## src/rtl/multi_tick_divider_pkg.sv

```systemverilog
// rtl/multi_tick_divider_pkg.sv - shared defaults, types and index-width helper for multi_tick_divider
package multi_tick_divider_pkg;

  localparam int DEF_WIDTH    = 22;
  localparam int DEF_DIV      = 3300000;
  localparam int DEF_CHANNELS = 4;

  typedef logic [DEF_WIDTH-1:0] div_t;

  // A single-channel build still needs a 1-bit channel select.
  function automatic int idx_width(input int n);
    return (n > 1) ? $clog2(n) : 1;
  endfunction

  typedef logic [idx_width(DEF_CHANNELS)-1:0] ch_idx_t;

endpackage

```

## src/rtl/multi_tick_divider_channel.sv

```systemverilog
// rtl/multi_tick_divider_channel.sv - one divider channel: counter, divisor/enable, pulse and square outputs
// Global clear input i_sync exists only when MULTI_TICK_DIVIDER_PHASE_SYNC_EN is defined.
module divider_channel
  import multi_tick_divider_pkg::*;
#(
  parameter int               WIDTH       = DEF_WIDTH,
  parameter logic [WIDTH-1:0] DEFAULT_DIV = WIDTH'(DEF_DIV),
  parameter bit               RESET_EN    = 1'b1
) (
  input  logic             clk,
  input  logic             rst,
  input  logic             i_tick,
  input  logic             i_wr,
  input  logic [WIDTH-1:0] i_wr_div,
  input  logic             i_wr_en,
`ifdef MULTI_TICK_DIVIDER_PHASE_SYNC_EN
  input  logic             i_sync,
`endif
  output logic             o_tick,
  output logic             o_sq
);

  logic [WIDTH-1:0] r_cnt;
  logic [WIDTH-1:0] r_div;
  logic             r_en;
  logic             r_tick;
  logic             r_sq;
  logic             w_terminal;

  // r_cnt stays below r_div, so r_div-1 never underflows when the channel is active.
  assign w_terminal = (r_cnt == (r_div - WIDTH'(1)));

  always_ff @(posedge clk or posedge rst) begin
    if (rst) begin
      r_cnt  <= '0;
      r_div  <= DEFAULT_DIV;
      r_en   <= RESET_EN;
      r_tick <= 1'b0;
      r_sq   <= 1'b0;
    end else begin
      r_tick <= 1'b0;
`ifdef MULTI_TICK_DIVIDER_PHASE_SYNC_EN
      if (i_sync) begin
        r_cnt <= '0;
        r_sq  <= 1'b0;
        if (i_wr) begin
          r_div <= i_wr_div;
          r_en  <= i_wr_en;
        end
      end else
`endif
      if (i_wr) begin
        r_div <= i_wr_div;
        r_en  <= i_wr_en;
        r_cnt <= '0;
        if (!i_wr_en) r_sq <= 1'b0;
      end else if (!r_en || (r_div == '0)) begin
        r_cnt <= '0;
        r_sq  <= 1'b0;
      end else if (i_tick) begin
        if (w_terminal) begin
          r_cnt  <= '0;
          r_tick <= 1'b1;
          r_sq   <= ~r_sq;
        end else begin
          r_cnt <= r_cnt + WIDTH'(1);
        end
      end
    end
  end

  assign o_tick = r_tick;
  assign o_sq   = r_sq;

endmodule

```

## src/rtl/multi_tick_divider.sv

```systemverilog
// rtl/multi_tick_divider.sv - N-channel programmable tick divider with per-channel pulse and square outputs
// Defining MULTI_TICK_DIVIDER_PHASE_SYNC_EN adds sync_in, a global phase clear for all channels.
module multi_tick_divider
  import multi_tick_divider_pkg::*;
#(
  parameter int CHANNELS    = DEF_CHANNELS,
  parameter int WIDTH       = DEF_WIDTH,
  parameter int DEFAULT_DIV = DEF_DIV,
  parameter bit RESET_EN    = 1'b1
) (
  input  logic                             clk,
  input  logic                             reset,
`ifdef MULTI_TICK_DIVIDER_PHASE_SYNC_EN
  input  logic                             sync_in,
`endif
  input  logic                             tick_in,
  input  logic                             cfg_we,
  input  logic [idx_width(CHANNELS)-1:0]   cfg_ch,
  input  logic [WIDTH-1:0]                 cfg_div,
  input  logic                             cfg_en,
  output logic [CHANNELS-1:0]              tick_out,
  output logic [CHANNELS-1:0]              sq_out
);

  if (CHANNELS < 1 || WIDTH < 1 || (64'(DEFAULT_DIV) >> WIDTH) != 64'd0) begin : g_bad_params
    $fatal(1, "multi_tick_divider: invalid CHANNELS/WIDTH/DEFAULT_DIV");
  end

  logic [CHANNELS-1:0] w_wr;

  // Out-of-range channel indices match no generated channel and are dropped.
  for (genvar c = 0; c < CHANNELS; c++) begin : g_ch
    assign w_wr[c] = cfg_we && (int'(cfg_ch) == c);

    divider_channel #(
      .WIDTH       (WIDTH),
      .DEFAULT_DIV (WIDTH'(DEFAULT_DIV)),
      .RESET_EN    (RESET_EN)
    ) u_ch (
      .clk      (clk),
      .rst      (reset),
      .i_tick   (tick_in),
      .i_wr     (w_wr[c]),
      .i_wr_div (cfg_div),
      .i_wr_en  (cfg_en),
`ifdef MULTI_TICK_DIVIDER_PHASE_SYNC_EN
      .i_sync   (sync_in),
`endif
      .o_tick   (tick_out[c]),
      .o_sq     (sq_out[c])
    );
  end

endmodule

```

## config.mk

```make
export PLATFORM = sky130hd
export DESIGN_NAME = multi_tick_divider
export DESIGN_NICKNAME = d
export VERILOG_FILES = /design/src/rtl/multi_tick_divider_pkg.sv /design/src/rtl/multi_tick_divider_channel.sv /design/src/rtl/multi_tick_divider.sv
export SDC_FILE = /design/constraint.sdc
export NUM_CORES = 1
export LEC_CHECK = 0
export ABC_AREA = 1
export CAP_MARGIN = 20
export CORE_MARGIN = 8
export CORE_UTILIZATION = 55
export CTS_CLUSTER_SIZE = 28
export DETAILED_ROUTE_END_ITERATION = 10
export GPL_TIMING_DRIVEN = 0
export PLACE_DENSITY_LB_ADDON = 0.2
export SYNTH_ARGS = -nofsm -noshare
export SYNTH_HDL_FRONTEND = slang
export SYNTH_SLANG_ARGS = --single-unit
```

## constraint.sdc

```tcl
create_clock -name clk -period 14.4 [get_ports clk]
set_clock_uncertainty 0.2 [all_clocks]
set_input_delay 1.44 -clock clk [delete_from_list [all_inputs] [get_ports clk]]
set_output_delay 1.44 -clock clk [all_outputs]
set_load 0.05 [all_outputs]
```

==> results.md, run 1 <==
* Worst slack, placed at 10.23 ns
* EDFF count, synth at 0
* Cells after Synth at between 1.5k and 2k
* Area Growth Syn to Fin at 10.19%
* Beginning of the worst register-to-register path: g_ch[3].u_ch.r_div[0]
* Achievable Freq at around 270 MHz
* Critical-path top delay cell: nor3_1
* GPL Wtd Cong at ~0.94
* Worst setup margin at around 11 ns
* Fin crit share at 0.2589
* Final cell count without fillers at between 2k and 2.5k
* Worst VDD drop at between 0.07 and 0.08 mV
* Cell count of the worst reg-to-reg path at 12
* Ant diodes at 0
* Sw frac at 0.3551
* Boundary pin count at 37
* Seq pwr share at 0.428
* Avg Cell Area, Syn at 6.981 um2
* Dominant cells by area after synthesis: dfrtp_1 (29%), nand2_1 (15%), dfstp_2 (8.2%)
* Clock power share at 0.302
* RSZ-0062 raised after global routing: false
* Seq/Total Area, Yosys at 0.3721
* Worst hold start: g_ch[0].u_ch.r_en
* Post-synth top area share at 0.2899
* Maximum fanout along the worst path at 10
* Number of synthesized register bits at ~190
* Fillers at between 2k and 2.5k
* Worst path max stage delay at approximately 0.80 ns
* Initial antenna violation count at 0
* Hold WC Path Type: flip-flop to flip-flop
* Vias per cell at around 5.4
* Async SR Flop Fraction at 1.000
* Post CTS Setup Buffer Count at 0
* Routed len/inst at 15.30 um
* Crit path kind: primary input to flip-flop
* Final core occ at 0.6199
* Rel. slew slack at 0.3637
* Slew Viols, Final at 0
* Setup violations, final at 0
* Dpl hpwl at roughly 25000 um
* Internal power at between 0.9 and 1 mW
* Core Area at approximately 0.023 mm2
* Min cycle time layout at 3.728 ns
* Most frequent cell after synthesis: nand2_1
* Clock tree buffer depth at 2
* DRC viols at 0
* Reg2Reg Setup Slack at around 12 ns
* ANT nets after route at 0
* Pre-antenna DRT Iters at 6
* DRT iter0 DRCs at just over 1k
* Gr ovfl total at 0
* Global-route wire length before repair at 55950 um
* Status: complete, no violations
* CTS Buf Count at 17
* Fin area at 0.01408 mm2
* Worst-margin pin slew at about 0.95 ns
* Syn Nets at roughly 1.9k
* Final Hold Vio Count at 0
* Net Sw Power at 0.5394 mW
* Post_cts resized at 0
* Ys flop type: dfrtp_1
* Worst hold slack at 0.2749 ns
* Number of global-route vias before repair at roughly 11k
* CP Launch Type: primary input
* Share of layout cells above drive strength 1 at 0.07907
* GRT Overall Usage at 0.2408
* Largest net degree at the start of global routing at about 140
* Die W at approximately 170 um
* Routed via count at roughly 12k
* Synth top cells by count: nand2_1 (525), nor2_1 (274), inv_1 (195)
* CTS Sinks at approximately 190
* Worst setup path startpoint: cfg_ch[1]
* Setup_tns at 0 ns
* Row Count at between 50 and 60
* Setup crit end kind: flip-flop
* Post-DP Area at around 0.014 mm2
* Clk root buf: clkbuf_16
* CTS Hold Bufs at 0
* Max-cap violations at 0
* Synth unique cells at 45
* I/O Buffers at 35
* CP Data Required Time at ~15 ns
* Chip height at 168.4 um
* TritonCTS clock tree: built
* Pwr per Cell Area at around 110 mW/mm2
* WL final at around 33000 um
* CTS H-tree lvls at 4
* RR Endpoint: g_ch[3].u_ch.r_cnt[14]
* CP Capture Point: g_ch[0].u_ch.r_cnt[14]
* Largest area contributor in the netlist: dfrtp_1
* Cell Chain, Critical Path: clkdlybuf4s50_1 > nor3_1 > inv_2 > nand3_1 > inv_2 > nand2_1 > buf_2 > nand2_1 > xor2_1 > nor2_1
* Comb pwr share at 0.269
* Clock latency at the later pin of the worst-skew pair at approximately 0.44 ns
* Total Power at between 1.5 and 2 mW
* Die ar. at 0.02836 mm2
* Worst EP arrival at between 3 and 4 ns
* Initial Util at 0.5626
* Syn. warnings at 0
* Leakage at between 6 and 7 nW
* Clk slew on worst S/H paths at around 0.070 ns
* Placed Cells incl. Taps at 2151
* Nets at roughly 1.9k
* Cell Area, Synth at 0.01278 mm2
-- cells in the final DEF (no fill, tap or decap), drive strengths merged --
cell	instances
nand2	533
o21a	1
clkinv	9
nor2	294
dfrtp	148
o21bai	5
nor3b	3
clkinvlp	3
nor4	11
nand3	133
buf	28
clkdlybuf4s50	35
ha	8
inv	204
nand4	48
and3	2
nand2b	2
xor2	115
o211ai	1
nor3	25
dfstp	40
o21ai	108
or2	3
a21o	2
nand3b	28
and2	4
a21oi	11
a31oi	1
xnor2	44
clkbuf	45
bufinv	1
xnor3	2
-- area by class of cell --
cell class / instances / area [um2] / area share
plain buffers: 54 / 301.5 / 0.02142
inverters: 204 / 773.2 / 0.05493
multi-input cells: 1384 / 6954 / 0.4940
clock buffers: 18 / 439.2 / 0.03120
flip-flops and latches: 188 / 4755 / 0.3377
clock inverters: 13 / 120.1 / 0.008533
well taps: 285 / 356.6 / 0.02533
repair buffers: 36 / 377.9 / 0.02684
-- per-layer routing --
| metal | vias to the layer above | GRT usage | wire [um] |
|---|---|---|---|
| met5 | - | 0 | 0 |
| met4 | 0 | 0.07570 | 748 |
| met3 | 60 | 0.05075 | 2166 |
| met2 | 356 | 0.3892 | 15600 |
| met1 | 5591 | 0.3184 | 14870 |
| li1 | 5861 | - | - |
-- sequential cells by signal (all words and copies together) (netlist names) --
register / cells
g_ch.u_ch.r_cnt: 88
g_ch.u_ch.r_div: 88
g_ch.u_ch.o_sq: 4
g_ch.u_ch.o_tick: 4
g_ch.u_ch.r_en: 4
-- critical path: cells and delay by family --
kind / cells / cell delay [ns]
xor+xnor: 1 / 0.16
simple gates: 5 / 1.27
buf+inv: 4 / 1.01
-- power by group through the flow --
| stage | registers (mW) | clock network, mW | logic (mW) |
|---|---|---|---|
| after floorplan | 0.638 | 0 | 0.313 |
| after global placement | 0.658 | 0 | 0.393 |
| after detailed placement | 0.658 | 0 | 0.403 |
| after CTS | 0.649 | 0.467 | 0.407 |
| after global routing | 0.656 | 0.483 | 0.464 |
| final | 0.651 | 0.459 | 0.409 |
-- cells by family after synthesis --
group                      count (synthesis)  share of synthesized area
AOI/OAI and AO/OA                        129                    0.05269
xor gates and xnor gates                 161                     0.1125
adders and majority gates                  8                   0.007835
buffers and inverters                    258                    0.08354
DFF                                      188                     0.3721
and+or+nand+nor                         1086                     0.3713
-- worst min-delay path by stage --
stage	end	slack, ns	cells after the start
CTS	g_ch[0].u_ch.r_en	0.28	2
detailed placement	g_ch[0].u_ch.r_en	0.27	2
global route	g_ch[0].u_ch.r_en	0.30	2
floorplan	g_ch[0].u_ch.r_en	0.24	2
global placement	g_ch[0].u_ch.r_en	0.26	2
finish	g_ch[0].u_ch.r_en	0.27	2
Note: power is estimated with default switching activity, not from simulation.
==> run 2: changes to the inputs <==
Clock period 14.4 ns to 3.5 ns, I/O delays scaled along.
==> run 2 against run 1 <==
  * Critical path depth increased by 2
  * Register-to-register slack got worse by 11 ns
  * Hold slack got worse by 0.19 ns
  * Cell count increased by 0.27%
  * Sequential power increased to 4.1 times the previous value
  * Largest power group unchanged
  * Clock-buffer cell count increased by 1
  * Sequential cell count unchanged
  * Clock power increased to 4.7 times the previous value
  * Sequential share of layout area decreased by 0.37 points
  * Die area unchanged
==> results.md, run 2 (synthesis gave the netlist of run 1 again) <==
* Status: complete, no violations
* Worst-margin pin slew at 0.6072 ns (-0.3399 ns)
* CP Launch Type: flip-flop
* Multi-input logic area at 0.006954 mm2 (unchanged)
* Boundary pin count at 37 (unchanged)
* Commonest non-fill, non-tap cells in the layout: nand2_1 (525), nor2_1 (274), inv_1 (194)
* Maximum fanout along the worst path at 10 (unchanged)
* Worst setup path startpoint: g_ch[3].u_ch.r_div[0]
* Total Power at 6.513 mW (+330%)
* Final Hold Vio Count at 0 (unchanged)
* Pwr per Cell Area at 457.5 mW/mm2 (+320%)
* Routed via count at 11.75k (-0.96%)
* Core Area at 0.02271 mm2 (unchanged)
* Ant diodes at 0 (unchanged)
* Leakage at 6.664 nW (+1.1%)
* Beginning of the worst register-to-register path: g_ch[3].u_ch.r_div[0]
* Number of global-route vias before repair at 11.12k (-1.9%)
* Clock latency at the later pin of the worst-skew pair at 0.44 ns (about the same)
* Dpl hpwl at 25760 um (+1.1%)
* Top flop regs: g_ch.u_ch.r_cnt (88), g_ch.u_ch.r_div (88)
* CP top delay family: simple AND/OR/NAND/NOR gates
* CP bufs+invs at 2 (-2)
* Achievable Freq at between 300 and 400 MHz
* Cell Chain, Critical Path: inv_1 > ha_1 > nand2_1 > nor2_2 > nand2_1 > nor3b_1 > o21ai_0 > nor3b_1 > nand4_1 > nand2_2 > buf_6 > nor2_1
* Clk root buf: clkbuf_16
* I/O Buffers at 35 (unchanged)
* Worst path max stage delay at 0.39 ns (-0.41 ns)
* CTS H-tree lvls at 4 (unchanged)
* Max-cap violations at 0 (unchanged)
* Critical-path top delay cell: dfrtp_1
* Post CTS Setup Buffer Count at 0 (unchanged)
* CP Capture Point: g_ch[3].u_ch.r_cnt[14]
* RSZ-0062 raised after global routing: false
* Area occupied by registers at 0.004755 mm2 (unchanged)
* CTS Buf Count at 17 (unchanged)
* Fin crit share at 0.8293
* Die ar. at 0.02836 mm2 (unchanged)
* Min cycle time layout at approximately 2.9 ns
* Slew Viols, Final at 0 (unchanged)
* Hold WC Path Type: primary input to async pin
* CTS Hold Bufs at 0 (unchanged)
* Setup violations, final at 0 (unchanged)
* Vias per cell at 5.372 (-1.2%)
* Chip height at 168.4 um (unchanged)
* Commonest non-fill, non-tap cell in the layout: nand2_1
* WP depth at 12 (+2)
* Rel. slew slack at 0.5914 (+0.2277)
* Global-route wire length before repair at 54820 um (-2.0%)
* Worst EP arrival at 3.03 ns (-0.87 ns)
* Worst setup margin at 0.5974 ns (-10.07 ns)
* Nets at 1927 (+0.26%)
* Clock tree buffer depth at 2 (unchanged)
* Share of layout cells above drive strength 1 at 0.08198 (+0.002904)
* Initial antenna violation count at 0 (unchanged)
* Clk slew on worst S/H paths at 0.07 ns (about the same)
* Routed len/inst at 15.26 um (-0.31%)
* Worst slack, placed at 0.2879 ns (-9.946 ns)
* Die W at 168.4 um (unchanged)
* GPL Wtd Cong at 0.9185 (-2.8%)
* Crit path kind: flip-flop to flip-flop
* Largest net degree at the start of global routing at 42 (-69%)
* TritonCTS clock tree: built
* RR Endpoint: g_ch[3].u_ch.r_cnt[14]
* DRT iter0 DRCs at 914 (-12%)
* Cell count of the worst reg-to-reg path at 12 (unchanged)
* Initial Util at 0.5626 (unchanged)
* CTS Sinks at 188 (unchanged)
* DRC viols at 0 (unchanged)
* Area Growth Syn to Fin at 11.42%
* WL final at 33380 um (about the same)
* CP Data Required Time at 3.62 ns (-10.95 ns)
* GRT Overall Usage at 0.2383 (-0.002523)
* Row Count at 55 (unchanged)
* ANT nets after route at 0 (unchanged)
* Reg2Reg Setup Slack at 0.60 ns (-10.92 ns)
* Worst VDD drop at 0.3443 mV (+380%)
* Setup crit end kind: flip-flop
* Fillers at 2106 (-0.71%)
* Post_cts resized at 0 (unchanged)
* Gr ovfl total at 0 (unchanged)
* Pre-antenna DRT Iters at 5 (-1)
-- run 2: worst min path at each step --
stage                                 start  slack [ns]                      to  depth (start not counted)
after global routing                  reset        0.12  g_ch[0].u_ch.r_cnt[11]                          2
after detailed placement  g_ch[0].u_ch.r_en        0.25       g_ch[0].u_ch.r_en                          2
after global placement    g_ch[0].u_ch.r_en        0.25       g_ch[0].u_ch.r_en                          2
after CTS                             reset        0.10  g_ch[0].u_ch.r_cnt[11]                          2
final                                 reset        0.09   g_ch[0].u_ch.r_cnt[4]                          2
after floorplan           g_ch[0].u_ch.r_en        0.24       g_ch[0].u_ch.r_en                          2
-- run 2: report_power, final --
group | internal (mW) | switching (mW) | leakage [nW]
sequential | 2.43 | 0.252 | 2.40
clock | 1.24 | 0.901 | 0.306
combinational | 0.613 | 1.08 | 3.96
total | 4.28 | 2.23 | 6.66
-- run 2: final cells by class --
class / instances / share of cell area
Buffer: 54 / 0.02118
Clock buffer: 19 / 0.03182
Clock inverter: 13 / 0.01318
Inverter: 204 / 0.05406
Multi-Input combinational cell: 1384 / 0.4885
Sequential cell: 188 / 0.3340
Tap cell: 285 / 0.02505
Timing Repair Buffer: 41 / 0.03217
-- run 2: stage by stage --
step / instance area, um2 / hold slack [ns] / util / TNS, ns / cells
final: 14230 / 0.08920 / 0.6268 / 0 / 2188
after global placement: 13490 / 0.2502 / 0.5939 / -151.13 / 2150
after floorplan: 12780 / 0.2443 / - / 0 / 1830
after CTS: 14230 / 0.1005 / 0.6265 / 0 / 2187
after detailed placement: 13590 / 0.2533 / 0.5983 / 0 / 2155
after global routing: 14230 / 0.1243 / 0.6268 / 0 / 2188
-- run 2: worst register-to-register path, stage by stage (launching register included) --
cell and delay, ns:
dfrtp_1 0.39, inv_1 0.11, ha_1 0.31, nand2_1 0.18
nor2_2 0.23, nand2_1 0.17, nor3b_1 0.32, o21ai_0 0.14
nor3b_1 0.24, nand4_1 0.17, nand2_2 0.12, buf_6 0.15
nor2_1 0.06
-- run 2: per-layer routing --
layer / wire length (um) / GRT usage
met2: 15500 / 0.3883
met3: 1829 / 0.04233
met1: 15190 / 0.3165
met5: 0 / 0
met4: 856 / 0.07725
